**config.mk**
```make
export PLATFORM = sky130hd
export DESIGN_NAME = eth_ctrl_tx_arbiter
export DESIGN_NICKNAME = d
export VERILOG_FILES = /design/src/rtl/eth_ctrl_pkg.sv /design/src/rtl/eth_ctrl_credit_cnt.sv /design/src/rtl/eth_ctrl_tx_arbiter.sv
export SDC_FILE = /design/constraint.sdc
export NUM_CORES = 1
export LEC_CHECK = 0
export CORE_AREA = 3 3 189 191
export DETAILED_ROUTE_END_ITERATION = 8
export DIE_AREA = 0 0 192 194
export GPL_TIMING_DRIVEN = 0
export HOLD_SLACK_MARGIN = 0.08
export PLACE_DENSITY = 0.72
export SYNTH_ARGS = -nofsm -noshare
export SYNTH_HDL_FRONTEND = slang
export SYNTH_SLANG_ARGS = --single-unit
```
**constraint.sdc**
```tcl
create_clock -name i_crtl_clk -period 9.7 [get_ports i_crtl_clk]
set_input_delay 0.97 -clock i_crtl_clk [delete_from_list [all_inputs] [get_ports i_crtl_clk]]
set_output_delay 0.97 -clock i_crtl_clk [all_outputs]
set_load 0.005 [all_outputs]
```
**src/rtl/eth_ctrl_pkg.sv**
```systemverilog
// Shared types and defaults for the ctrl-domain uplink TX arbiter.
package eth_ctrl_pkg;

    typedef enum logic [1:0] {
        IDLE  = 2'd0,
        ARB   = 2'd1,
        XFER  = 2'd2,
        DRAIN = 2'd3
    } ctrl_state_t;

    localparam int LEN_W             = 16;
    localparam int DEF_MAX_PKT_WORDS = 256;
    localparam int DEF_FIFO_WORDS    = 2048;
    localparam int DEF_FIFO_PKTS     = 16;

    // Credit counters must be able to hold the full depth itself.
    function automatic int credit_w(input int depth);
        return $clog2(depth) + 1;
    endfunction

    function automatic logic len_legal(input logic [LEN_W-1:0] len, input int max_words);
        return (len != '0) && (int'(len) <= max_words);
    endfunction

endpackage

```
**src/rtl/eth_ctrl_credit_cnt.sv**
```systemverilog
// Word and packet credit counters for the downstream FIFOs, with clamp and sticky overflow flag.
module eth_ctrl_credit_cnt
    import eth_ctrl_pkg::*;
#(
    parameter  int FIFO_WORDS = DEF_FIFO_WORDS,
    parameter  int FIFO_PKTS  = DEF_FIFO_PKTS,
    localparam int WCW        = credit_w(FIFO_WORDS),
    localparam int PCW        = credit_w(FIFO_PKTS)
) (
    input  logic             i_crtl_clk,
    input  logic             i_crtl_rst,
    input  logic             consume_en,
    input  logic [LEN_W-1:0] consume_words,
    input  logic             ret_valid,
    input  logic [LEN_W-1:0] ret_words,
    input  logic             refund_en,
    input  logic [LEN_W-1:0] refund_words,
    output logic [WCW-1:0]   word_credit,
    output logic [PCW-1:0]   pkt_credit,
    output logic             credit_err
);

    localparam int SUM_W = LEN_W + 2;

    logic [SUM_W-1:0] word_sum;
    logic [SUM_W-1:0] pkt_sum;
    logic             word_ovf;
    logic             pkt_ovf;

    // Consume never exceeds the current credit, so the sum cannot underflow.
    always_comb begin
        word_sum = SUM_W'(word_credit)
                 + (ret_valid  ? SUM_W'(ret_words)     : '0)
                 + (refund_en  ? SUM_W'(refund_words)  : '0)
                 - (consume_en ? SUM_W'(consume_words) : '0);
        pkt_sum  = SUM_W'(pkt_credit) + SUM_W'(ret_valid) - SUM_W'(consume_en);
        word_ovf = word_sum > SUM_W'(FIFO_WORDS);
        pkt_ovf  = pkt_sum  > SUM_W'(FIFO_PKTS);
    end

    always_ff @(posedge i_crtl_clk or posedge i_crtl_rst) begin
        if (i_crtl_rst) begin
            word_credit <= WCW'(FIFO_WORDS);
            pkt_credit  <= PCW'(FIFO_PKTS);
            credit_err  <= 1'b0;
        end else begin
            word_credit <= word_ovf ? WCW'(FIFO_WORDS) : word_sum[WCW-1:0];
            pkt_credit  <= pkt_ovf  ? PCW'(FIFO_PKTS)  : pkt_sum[PCW-1:0];
            credit_err  <= credit_err | word_ovf | pkt_ovf;
        end
    end

endmodule

```
**src/rtl/eth_ctrl_tx_arbiter.sv**
```systemverilog
// Round-robin packet arbiter feeding the uplink ctrl stream; grants only when downstream credits cover the packet.
//   state | meaning
//   IDLE  | no grant; waits for enable and any request
//   ARB   | picks next requester; grants when credits allow, drains on illegal length
//   XFER  | forwards grantee beats with one cycle latency, counts beats against length
//   DRAIN | accepts and discards grantee beats until its tlast
module eth_ctrl_tx_arbiter
    import eth_ctrl_pkg::*;
#(
    parameter  int NUM_SRC       = 4,
    parameter  int DATA_W        = 64,
    parameter  int MAX_PKT_WORDS = DEF_MAX_PKT_WORDS,
    parameter  int FIFO_WORDS    = DEF_FIFO_WORDS,
    parameter  int FIFO_PKTS     = DEF_FIFO_PKTS,
    localparam int KEEP_W        = DATA_W / 8,
    localparam int WCW           = credit_w(FIFO_WORDS),
    localparam int PCW           = credit_w(FIFO_PKTS)
) (
    input  logic                      i_crtl_clk,
    input  logic                      i_crtl_rst,
    input  logic                      i_enable,
    input  logic [NUM_SRC-1:0]        i_src_req,
    input  logic [NUM_SRC*LEN_W-1:0]  i_src_len,
    input  logic [NUM_SRC-1:0]        s_src_axis_tvalid,
    input  logic [NUM_SRC*DATA_W-1:0] s_src_axis_tdata,
    input  logic [NUM_SRC-1:0]        s_src_axis_tlast,
    input  logic [NUM_SRC*KEEP_W-1:0] s_src_axis_tkeep,
    input  logic [NUM_SRC-1:0]        s_src_axis_tuser,
    output logic [NUM_SRC-1:0]        s_src_axis_tready,
    output logic                      m_ctrl_axis_tvalid,
    output logic [DATA_W-1:0]         m_ctrl_axis_tdata,
    output logic                      m_ctrl_axis_tlast,
    output logic [KEEP_W-1:0]         m_ctrl_axis_tkeep,
    output logic                      m_ctrl_axis_tuser,
    input  logic                      i_ret_valid,
    input  logic [LEN_W-1:0]          i_ret_words,
    output logic [NUM_SRC-1:0]        o_grant,
    output logic                      o_busy,
    output logic                      o_len_err,
    output logic                      o_credit_err,
    output logic [WCW-1:0]            o_word_credit,
    output logic [PCW-1:0]            o_pkt_credit
);

    localparam int IDX_W = (NUM_SRC > 1) ? $clog2(NUM_SRC) : 1;

    ctrl_state_t        state, state_next;
    logic [IDX_W-1:0]   rr_ptr, rr_next, gidx, gidx_next, gidx_inc, pick, cand;
    logic               found;
    logic [LEN_W-1:0]   beat_cnt, beat_next, len_q, len_next, sel_len, beat_num;
    logic [NUM_SRC-1:0] grant_next;
    logic               credit_ok, src_valid, src_last;
    logic               consume_en, refund_en, len_err_next, m_valid_next, m_last_next;
    logic [LEN_W-1:0]   refund_words;

    always_comb begin
        found = 1'b0;
        pick  = rr_ptr;
        cand  = rr_ptr;
        for (int k = 0; k < NUM_SRC; k++) begin
            cand = IDX_W'((int'(rr_ptr) + k) % NUM_SRC);
            if (!found && i_src_req[cand]) begin
                found = 1'b1;
                pick  = cand;
            end
        end
    end

    assign sel_len   = i_src_len[int'(pick)*LEN_W +: LEN_W];
    assign credit_ok = (32'(sel_len) <= 32'(o_word_credit)) && (o_pkt_credit != '0);
    assign src_valid = s_src_axis_tvalid[gidx];
    assign src_last  = s_src_axis_tlast[gidx];
    assign beat_num  = beat_cnt + LEN_W'(1);
    assign gidx_inc  = IDX_W'((int'(gidx) + 1) % NUM_SRC);

    always_comb begin
        state_next   = state;
        rr_next      = rr_ptr;
        gidx_next    = gidx;
        grant_next   = o_grant;
        beat_next    = beat_cnt;
        len_next     = len_q;
        consume_en   = 1'b0;
        refund_en    = 1'b0;
        refund_words = '0;
        len_err_next = 1'b0;
        m_valid_next = 1'b0;
        m_last_next  = 1'b0;
        case (state)
            IDLE: if (i_enable && |i_src_req) state_next = ARB;
            ARB: begin
                if (!i_enable || !found) begin
                    state_next = IDLE;
                end else if (!len_legal(sel_len, MAX_PKT_WORDS)) begin
                    len_err_next = 1'b1;
                    gidx_next    = pick;
                    grant_next   = NUM_SRC'(1) << pick;
                    state_next   = DRAIN;
                end else if (credit_ok) begin
                    consume_en   = 1'b1;
                    gidx_next    = pick;
                    grant_next   = NUM_SRC'(1) << pick;
                    len_next     = sel_len;
                    beat_next    = '0;
                    state_next   = XFER;
                end
                // Insufficient credit: hold the pointer so a large packet is not starved.
            end
            XFER: if (src_valid) begin
                beat_next    = beat_num;
                m_valid_next = 1'b1;
                if (src_last) begin
                    m_last_next  = 1'b1;
                    refund_en    = beat_num < len_q;
                    refund_words = len_q - beat_num;
                    grant_next   = '0;
                    rr_next      = gidx_inc;
                    state_next   = IDLE;
                end else if (beat_num == len_q) begin
                    m_last_next  = 1'b1;
                    len_err_next = 1'b1;
                    state_next   = DRAIN;
                end
            end
            DRAIN: if (src_valid && src_last) begin
                grant_next = '0;
                rr_next    = gidx_inc;
                state_next = IDLE;
            end
            default: state_next = IDLE;
        endcase
    end

    always_ff @(posedge i_crtl_clk or posedge i_crtl_rst) begin
        if (i_crtl_rst) begin
            state    <= IDLE;
            rr_ptr   <= '0;
            gidx     <= '0;
            beat_cnt <= '0;
            len_q    <= '0;
        end else begin
            state    <= state_next;
            rr_ptr   <= rr_next;
            gidx     <= gidx_next;
            beat_cnt <= beat_next;
            len_q    <= len_next;
        end
    end

    always_ff @(posedge i_crtl_clk or posedge i_crtl_rst) begin
        if (i_crtl_rst) begin
            m_ctrl_axis_tvalid <= 1'b0;
            m_ctrl_axis_tlast  <= 1'b0;
            m_ctrl_axis_tdata  <= '0;
            m_ctrl_axis_tkeep  <= '0;
            m_ctrl_axis_tuser  <= 1'b0;
            o_grant            <= '0;
            o_len_err          <= 1'b0;
        end else begin
            m_ctrl_axis_tvalid <= m_valid_next;
            m_ctrl_axis_tlast  <= m_last_next;
            if (m_valid_next) begin
                m_ctrl_axis_tdata <= s_src_axis_tdata[int'(gidx)*DATA_W +: DATA_W];
                m_ctrl_axis_tkeep <= s_src_axis_tkeep[int'(gidx)*KEEP_W +: KEEP_W];
                m_ctrl_axis_tuser <= s_src_axis_tuser[gidx];
            end
            o_grant   <= grant_next;
            o_len_err <= len_err_next;
        end
    end

    assign s_src_axis_tready = (state == XFER || state == DRAIN) ? o_grant : '0;
    assign o_busy            = state != IDLE;

    eth_ctrl_credit_cnt #(
        .FIFO_WORDS (FIFO_WORDS),
        .FIFO_PKTS  (FIFO_PKTS)
    ) u_credit (
        .i_crtl_clk    (i_crtl_clk),
        .i_crtl_rst    (i_crtl_rst),
        .consume_en    (consume_en),
        .consume_words (sel_len),
        .ret_valid     (i_ret_valid),
        .ret_words     (i_ret_words),
        .refund_en     (refund_en),
        .refund_words  (refund_words),
        .word_credit   (o_word_credit),
        .pkt_credit    (o_pkt_credit),
        .credit_err    (o_credit_err)
    );

endmodule

```
# After elaboration in Yosys (flattened, before gate mapping)
# Cells that the tools add are included.
totals:
  input_bits: 388
  elab_cells: 161
  output_inout_bits: 103
  reg_bits: 136
classes:
  n_addsub: 11
  shifts: 4
  n_lt_le_gt_ge: 10
  eq_ne: 15
  bitwise_logic: 3
  n_mux: 75
  reduce_logical: 28
op_table:
  columns: ["operator", "n"]
  rows:
  - ["256-bit by 9-bit indexed part select with 64-bit output", 1]
  - ["16-bit 2-to-1 mux", 10]
  - ["64-bit by 7-bit indexed part select with 16-bit output", 1]
  - ["2-bit 2-to-1 mux", 16]
  - ["16-bit case mux with 2 select lines", 1]
  - ["32-bit by 6-bit indexed part select with 8-bit output", 1]
  - ["1-bit 2-to-1 mux", 28]
  - ["4-bit 2-to-1 mux", 7]
  - ["12-bit by 18-bit adder with 18-bit output", 1]
  - ["18-bit adder", 1]
  - ["18-bit by 12-bit > comparator with 1-bit output (second input constant)", 1]
  - ["18-bit by 5-bit > comparator with 1-bit output (second input constant)", 1]
  - ["18-bit by 1-bit subtractor with 18-bit output", 1]
  - ["18-bit subtractor", 1]
  - ["16-bit by 1-bit adder with 16-bit output (second input constant)", 1]
  - ["16-bit == test", 1]
  - ["16-bit by 12-bit <= comparator with 1-bit output", 1]
  - ["16-bit by 9-bit <= comparator with 1-bit output (second input constant)", 1]
  - ["16-bit less-than comparator", 1]
  - ["2-bit != test (second input constant)", 8]
  - ["16-bit nonzero test", 1]
  - ["16-bit subtractor", 1]
  - ["2-bit by 3-bit less-than comparator with 1-bit output (second input constant)", 5]
  - ["1-bit binary-select mux with 2-bit select", 7]
  - ["other kinds (28)", 48]

# Longest topological paths before layout
logic_depth:
  word_depth: 24
  mapped_depth: 35
  depth_no_buf: 33

# By module
# From an unflattened synthesis, not the netlist that was laid out.
hier_totals:
  cells_unflattened: 1032
  area_unflattened_um2: 11134.4
by_module_without_submodules:
  columns: ["module", "area_each_um2", "cells_each", "n_inst", "seq_area_each_um2"]
  rows:
  - ["eth_ctrl_tx_arbiter", 8246.7, 678, 1, 2952.8]
  - ["eth_ctrl_credit_cnt", 2887.8, 354, 1, 452.9]

# Worst setup path after synthesis
# No wires, ideal clock.
synth_timing:
  path_kind: "input port to flip-flop"
  startpoint: "in i_src_req[0]"
  endpoint: "reg u_credit.credit_err"
  path_slack_ns: 1.835
  setup_ns: 0.126
  cell_stages: 31
  path_buffers: 2
  t_required_ns: 9.574
  arrival_time_ns: 7.739
  cell_sequence: "and2b_1 > a21oi_1 > o211a_4 > buf_6 > mux4_1 > ha_1 > and3_1 > o21ai_0 > nand3_1 > a211oi_1 > a41oi_1 > a211o_1 > nor2_8 > nand3_2 > clkinv_1 > nand2_1 > fa_1 > inv_1 > fa_1 > inv_1 > ha_1 > a21o_1 > a21oi_1 > o21ai_0 > a41oi_1 > nor3_1 > or3_1 > or4_1 > clkbuf_1 > nor4_1 > nand2b_1"
synth_via:
  elab_chain_len: 24
  word_cells_on_any_way: 40
  cone_classes: "add/sub (2); order compare (4); shift (1); mux (20); bitwise (2); reduce/logical (11)"
synth_lines:
  columns: ["element", "line_no", "text"]
  rows:
  - ["start: declaration", "eth_ctrl_tx_arbiter.sv:22", "input logic [NUM_SRC-1:0] i_src_req,"]
  - ["1-bit binary-select mux with 2-bit select", "eth_ctrl_tx_arbiter.sv:62", "if (!found && i_src_req[cand]) begin"]
  - ["1-bit 2-to-1 mux (not written as such)", "eth_ctrl_tx_arbiter.sv:62", null]
  - ["1-bit 2-to-1 mux", "eth_ctrl_tx_arbiter.sv:62", null]
  - ["1-bit logical NOT", "eth_ctrl_tx_arbiter.sv:62", null]
  - ["1-bit logical AND", "eth_ctrl_tx_arbiter.sv:62", null]
  - ["1-bit 2-to-1 mux", "eth_ctrl_tx_arbiter.sv:62", null]
  - ["1-bit logical NOT", "eth_ctrl_tx_arbiter.sv:62", null]
  - ["1-bit logical AND", "eth_ctrl_tx_arbiter.sv:62", null]
  - ["[5 not listed]", null, null]
  - ["net sel_len[2]", "eth_ctrl_tx_arbiter.sv:50", "logic [LEN_W-1:0] beat_cnt, beat_next, len_q, len_next, sel_len, beat_num;"]
  - ["[3 not listed]", null, null]
  - ["1-bit 2-to-1 mux", "eth_ctrl_tx_arbiter.sv:94", "end else if (!len_legal(sel_len, MAX_PKT_WORDS)) begin"]
  - ["1-bit 2-to-1 mux", "eth_ctrl_tx_arbiter.sv:92", "if (!i_enable || !found) begin"]
  - ["1-bit 2-to-1 mux", "eth_ctrl_tx_arbiter.sv:89", "case (state)"]
  - ["16-bit 2-to-1 mux", "eth_ctrl_credit_cnt.sv:35", "- (consume_en ? SUM_W'(consume_words) : '0);"]
  - ["18-bit subtractor", "eth_ctrl_credit_cnt.sv:35", null]
  - ["18-bit by 12-bit > comparator with 1-bit output", "eth_ctrl_credit_cnt.sv:37", "word_ovf = word_sum > SUM_W'(FIFO_WORDS);"]
  - ["1-bit OR", "eth_ctrl_credit_cnt.sv:49", "credit_err <= credit_err | word_ovf | pkt_ovf;"]
  - ["1-bit OR (*)", "eth_ctrl_credit_cnt.sv:49", null]
  - ["end signal: assignment", "eth_ctrl_credit_cnt.sv:49", null]
  - ["end: declaration", "eth_ctrl_credit_cnt.sv:20", "output logic credit_err"]
# Mark *: on every way through the listed nets, which the timed path passes. The rest lies on a longest branch. The select of a mux whose other input is x is not followed.
# A chain may end at the register's enable or synchronous reset.

# Final worst setup path
layout_timing:
  startpoint: "in i_src_req[0]"
  endpoint: "reg u_credit.word_credit[1]"
layout_via:
  elab_chain_len: 23
  word_cells_on_any_way: 37
  cone_classes: "add/sub (1); order compare (3); shift (1); mux (21); reduce/logical (11)"
layout_lines:
  columns: ["element", "line_no", "text"]
  rows:
  - ["1-bit binary-select mux with 2-bit select", "eth_ctrl_tx_arbiter.sv:62", null]
  - ["1-bit 2-to-1 mux (not written as such)", "eth_ctrl_tx_arbiter.sv:62", null]
  - ["1-bit 2-to-1 mux", "eth_ctrl_tx_arbiter.sv:62", null]
  - ["1-bit logical NOT", "eth_ctrl_tx_arbiter.sv:62", null]
  - ["1-bit logical AND", "eth_ctrl_tx_arbiter.sv:62", null]
  - ["1-bit 2-to-1 mux", "eth_ctrl_tx_arbiter.sv:62", null]
  - ["1-bit logical NOT", "eth_ctrl_tx_arbiter.sv:62", null]
  - ["1-bit logical AND", "eth_ctrl_tx_arbiter.sv:62", null]
  - ["[5 not listed]", null, null]
  - ["net sel_len[2]", "eth_ctrl_tx_arbiter.sv:50", null]
  - ["[2 not listed]", null, null]
  - ["1-bit 2-to-1 mux", "eth_ctrl_tx_arbiter.sv:99", "end else if (credit_ok) begin"]
  - ["1-bit 2-to-1 mux", "eth_ctrl_tx_arbiter.sv:94", null]
  - ["1-bit 2-to-1 mux", "eth_ctrl_tx_arbiter.sv:92", null]
  - ["1-bit 2-to-1 mux", "eth_ctrl_tx_arbiter.sv:89", null]
  - ["16-bit 2-to-1 mux (*)", "eth_ctrl_credit_cnt.sv:35", null]
  - ["18-bit subtractor (*)", "eth_ctrl_credit_cnt.sv:35", null]
  - ["18-bit by 12-bit > comparator with 1-bit output", "eth_ctrl_credit_cnt.sv:37", null]
  - ["12-bit 2-to-1 mux (*)", "eth_ctrl_credit_cnt.sv:47", "word_credit <= word_ovf ? WCW'(FIFO_WORDS) : word_sum[WCW-1:0];"]
  - ["end signal: assignment", "eth_ctrl_credit_cnt.sv:43", "word_credit <= WCW'(FIFO_WORDS);"]
  - ["end signal: assignment", "eth_ctrl_credit_cnt.sv:47", null]
  - ["end: declaration", "eth_ctrl_credit_cnt.sv:18", "output logic [WCW-1:0] word_credit,"]
# Marked as above.

==> qor.csv <==
metric,value,unit
slew_violations,0,
start_util,0.325,
ys_types,81,
syn_inst,1141,
clkPwrFrac,0.173,
slowest_stage,mux4_1,
yosysWarnings,0,
detail-route-antenna-nets,0,
fill_cells,3108,
route.layer.met1.wl,22500,um
io_pins,491,
synth_top_cells_by_area,"dfrtp_1, mux4_2, nand2_1, ha_1, fa_1",
clock-sinks,136,
grt_overflow,0,
hold_start,m_ctrl_axis_tdata[12],
dp_hpwl,44700,um
hold_viol,0,
end_kind,flip-flop,
r2r-start,rr_ptr[0],
area_growth_syn_to_layout,55.0,%
syn_area,0.0112,sq mm
reg2regPathDepth,34,
via_count,11153,
fin_crit_sh,0.948,
finalSetupTns,0,ns
synth_flop_cell,dfrtp_1,
critPathMaxFanout,10,
cts_max_path_buffers,2,
hp-class,reg2reg,
reg2reg_to,u_credit.word_credit[1],
period_minus_slack,9.19,ns
num_rows,68,
p_leak,7.49,nW
ys_ff_latch,136,
grt_util_all_layers,0.284,
p_seq_frac,0.246,
switching_share,0.406,
maxSlewHeadroom,0.303,
fp.coreArea,0.0343,sq mm
p_per_area,217,mW/mm^2
grt_max_degree,78,
holdPathEnd,m_ctrl_axis_tdata[12],
cts_hold_buf,0,
path_depth,35,
max_stage_delay,0.71,ns
internal_power,2.23,mW
syn_avg_cell_area,9.77,sq um
path_class,in2reg,
cts_buffers,17,
nets,2136,
combPwrFrac,0.581,
fp.dieH,194,um
path_delay_family,simple AND/OR/NAND/NOR gates,
rsz0062_at_grt,false,
vias_per_cell,5.23,
clock_latency,0.44,ns
placed_cell_area,0.0167,sq mm
highest_layer,met4,
grt_pass1_vias,11565,
whs_path_depth,2,
dieArea,0.0372,sq mm
dr.pass1.iters,5,
antenna_found_initial,8,
cp_num_buf_inv,7,
synth.yosys.seq_area_share,0.305,
finClkSkew,0.0148,ns
start_kind,primary input,
first_iter_violations,706,
worstPathArrival,9.53,ns
setup_violations,0,
grt_pass1_wl,77000,um
fin_area,0.0173,sq mm
cts_tree,done,
place_ws,-0.0460,ns
synth-edff-count,0,
drv_cap,0,
htree_levels,4,
wl_per_cell,24.9,um
drt-total-wl,53100,um
fmax,0.109,GHz
synth_top_area_share,0.301,
drc_errors,0,
ff2ff_setup_slack,1.15,ns
yosys-top-cells-count,"nand2_1, dfrtp_1, inv_1, mux4_2, ha_1",
crit_required,10.04,ns
root_buffer,clkbuf_16,
vdd_drop_max,0.142,mV
port_buffers,490,
finalWeightedCongestion,0.999,
fin_ws,0.508,ns
dr_wl_met2,26300,um
clkTransAtPathRegs,0.07,ns
synth_area_leader_cell,dfrtp_1,
drive_gt1_frac,0.0944,
yosysMostFrequentCell,nand2_1,
status,completed,
met3WireLength,3440,um
synthArstFlopShare,1.00,
tightest_slew,1.05,ns
die_width,192,um
switchingPower,1.53,mW
[power groups by stage]
stage	registers (mW)	logic, mW	clock network, mW
2_1_floorplan	0.903	1.20	0
3_3_place_gp	0.920	2.15	0
3_5_place_dp	0.917	2.18	0
4_1_cts	0.919	2.19	0.660
5_1_grt	0.945	2.36	0.682
6_report	0.926	2.18	0.650
[registers in the layout (all words and copies together), names as in the netlist]
name and cells:
m_ctrl_axis_tvalid 1, u_credit.pkt_credit 5, state 2, m_ctrl_axis_tlast 1, gidx 2, u_credit.credit_err 1
m_ctrl_axis_tdata 64, rr_ptr 2, o_grant 4, beat_cnt 16, m_ctrl_axis_tuser 1, o_len_err 1
u_credit.word_credit 12, m_ctrl_axis_tkeep 8, len_q 16
[routing by layer]
metal	vias up	GRT usage
met2	402	0.475
met1	5628	0.383
li1	5076	-
met5	-	0
met4	0	0.0494
met3	47	0.0606
[worst reg2reg max path, delay by kind of cell, from the launching register on]
kind | cells | cell delay, ns
mux | 1 | 0.71
simple gates | 13 | 2.82
compound gates | 9 | 1.97
buf+inv | 6 | 0.79
flops | 1 | 0.40
fa+ha+maj | 5 | 1.79
[worst max path at each step]
stage / from / to / slack [ns]
after global routing: i_src_req[0] / u_credit.word_credit[1] / 0.02
after CTS: i_src_req[0] / u_credit.word_credit[1] / 0.36
final: i_src_req[0] / u_credit.word_credit[1] / 0.51
after detailed placement: i_src_req[0] / u_credit.word_credit[1] / -0.05
after floorplan: i_src_req[0] / u_credit.credit_err / 1.84
after global placement: i_src_req[0] / u_credit.word_credit[1] / 0.09
[through the flow]
| step | util | total power [mW] | hold WS, ns | cells |
|---|---|---|---|---|
| 4_1_cts | 0.503 | 3.77 | 0.478 | 2124 |
| 5_1_grt | 0.504 | 3.99 | 0.496 | 2130 |
| 3_3_place_gp | 0.485 | 3.07 | 0.458 | 2091 |
| 3_5_place_dp | 0.486 | 3.09 | 0.461 | 2092 |
| 2_1_floorplan | - | 2.10 | 0.450 | 1146 |
| 6_report | 0.504 | 3.76 | 0.475 | 2131 |
[timing repair]
item                       in CTS  in global routing
setup buffers                   0                  4
setup endpoints to repair       0                  7
resized for setup               0                  1
[cell usage in the layout, fill, tap and decap left out, types with 6 or more instances in the layout]
master / netlist / routed
nor2b_1: 18 / 18
nand2b_1: 15 / 15
a21o_1: 8 / 8
a21oi_1: 42 / 42
nand2_1: 267 / 267
nand3_1: 15 / 15
nor4_1: 13 / 13
dfrtp_1: 134 / 134
nor3_1: 13 / 13
mux4_2: 84 / 84
conb_1: 2 / 7
mux2i_1: 12 / 12
buf_1: 8 / 8
and3_1: 23 / 23
and2_1: 21 / 21
nor2_1: 43 / 43
clkbuf_16: 0 / 17
a221oi_1: 6 / 6
ha_1: 59 / 59
o21ai_0: 35 / 35
mux2_2: 8 / 8
o21a_1: 8 / 8
fa_1: 29 / 29
a211oi_1: 6 / 6
xor2_1: 11 / 11
inv_1: 88 / 87
clkdlybuf4s50_1: 0 / 490
xnor2_1: 30 / 30
nand4_1: 9 / 9
clkbuf_1: 40 / 40
[cells by family after synthesis]
| kind of cell | count (synthesis) | synth area share |
|---|---|---|
| other | 2 | 0.000673 |
| flip-flops | 136 | 0.305 |
| multiplexers | 107 | 0.196 |
| adder cells (fa/ha/maj) | 88 | 0.118 |
| AND/OR/NAND/NOR | 467 | 0.198 |
| AO/OA/AOI/OAI | 158 | 0.0994 |
| XOR/XNOR | 41 | 0.0322 |
| buffers and inverters | 142 | 0.0508 |
[cell type report]
| type | count | area [sq um] | share of cell area |
|---|---|---|---|
| antenna | 3 | 7.51 | 0.000434 |
| buffer | 53 | 233 | 0.0135 |
| clock buffer | 18 | 439 | 0.0254 |
| clock inverter | 14 | 125 | 0.00724 |
| inverter | 89 | 343 | 0.0198 |
| multi-input combinational | 868 | 7200 | 0.417 |
| sequential | 136 | 3410 | 0.197 |
| tap | 455 | 569 | 0.0329 |
| timing repair buffer | 495 | 4960 | 0.287 |
(Power assumes the default switching activity.)
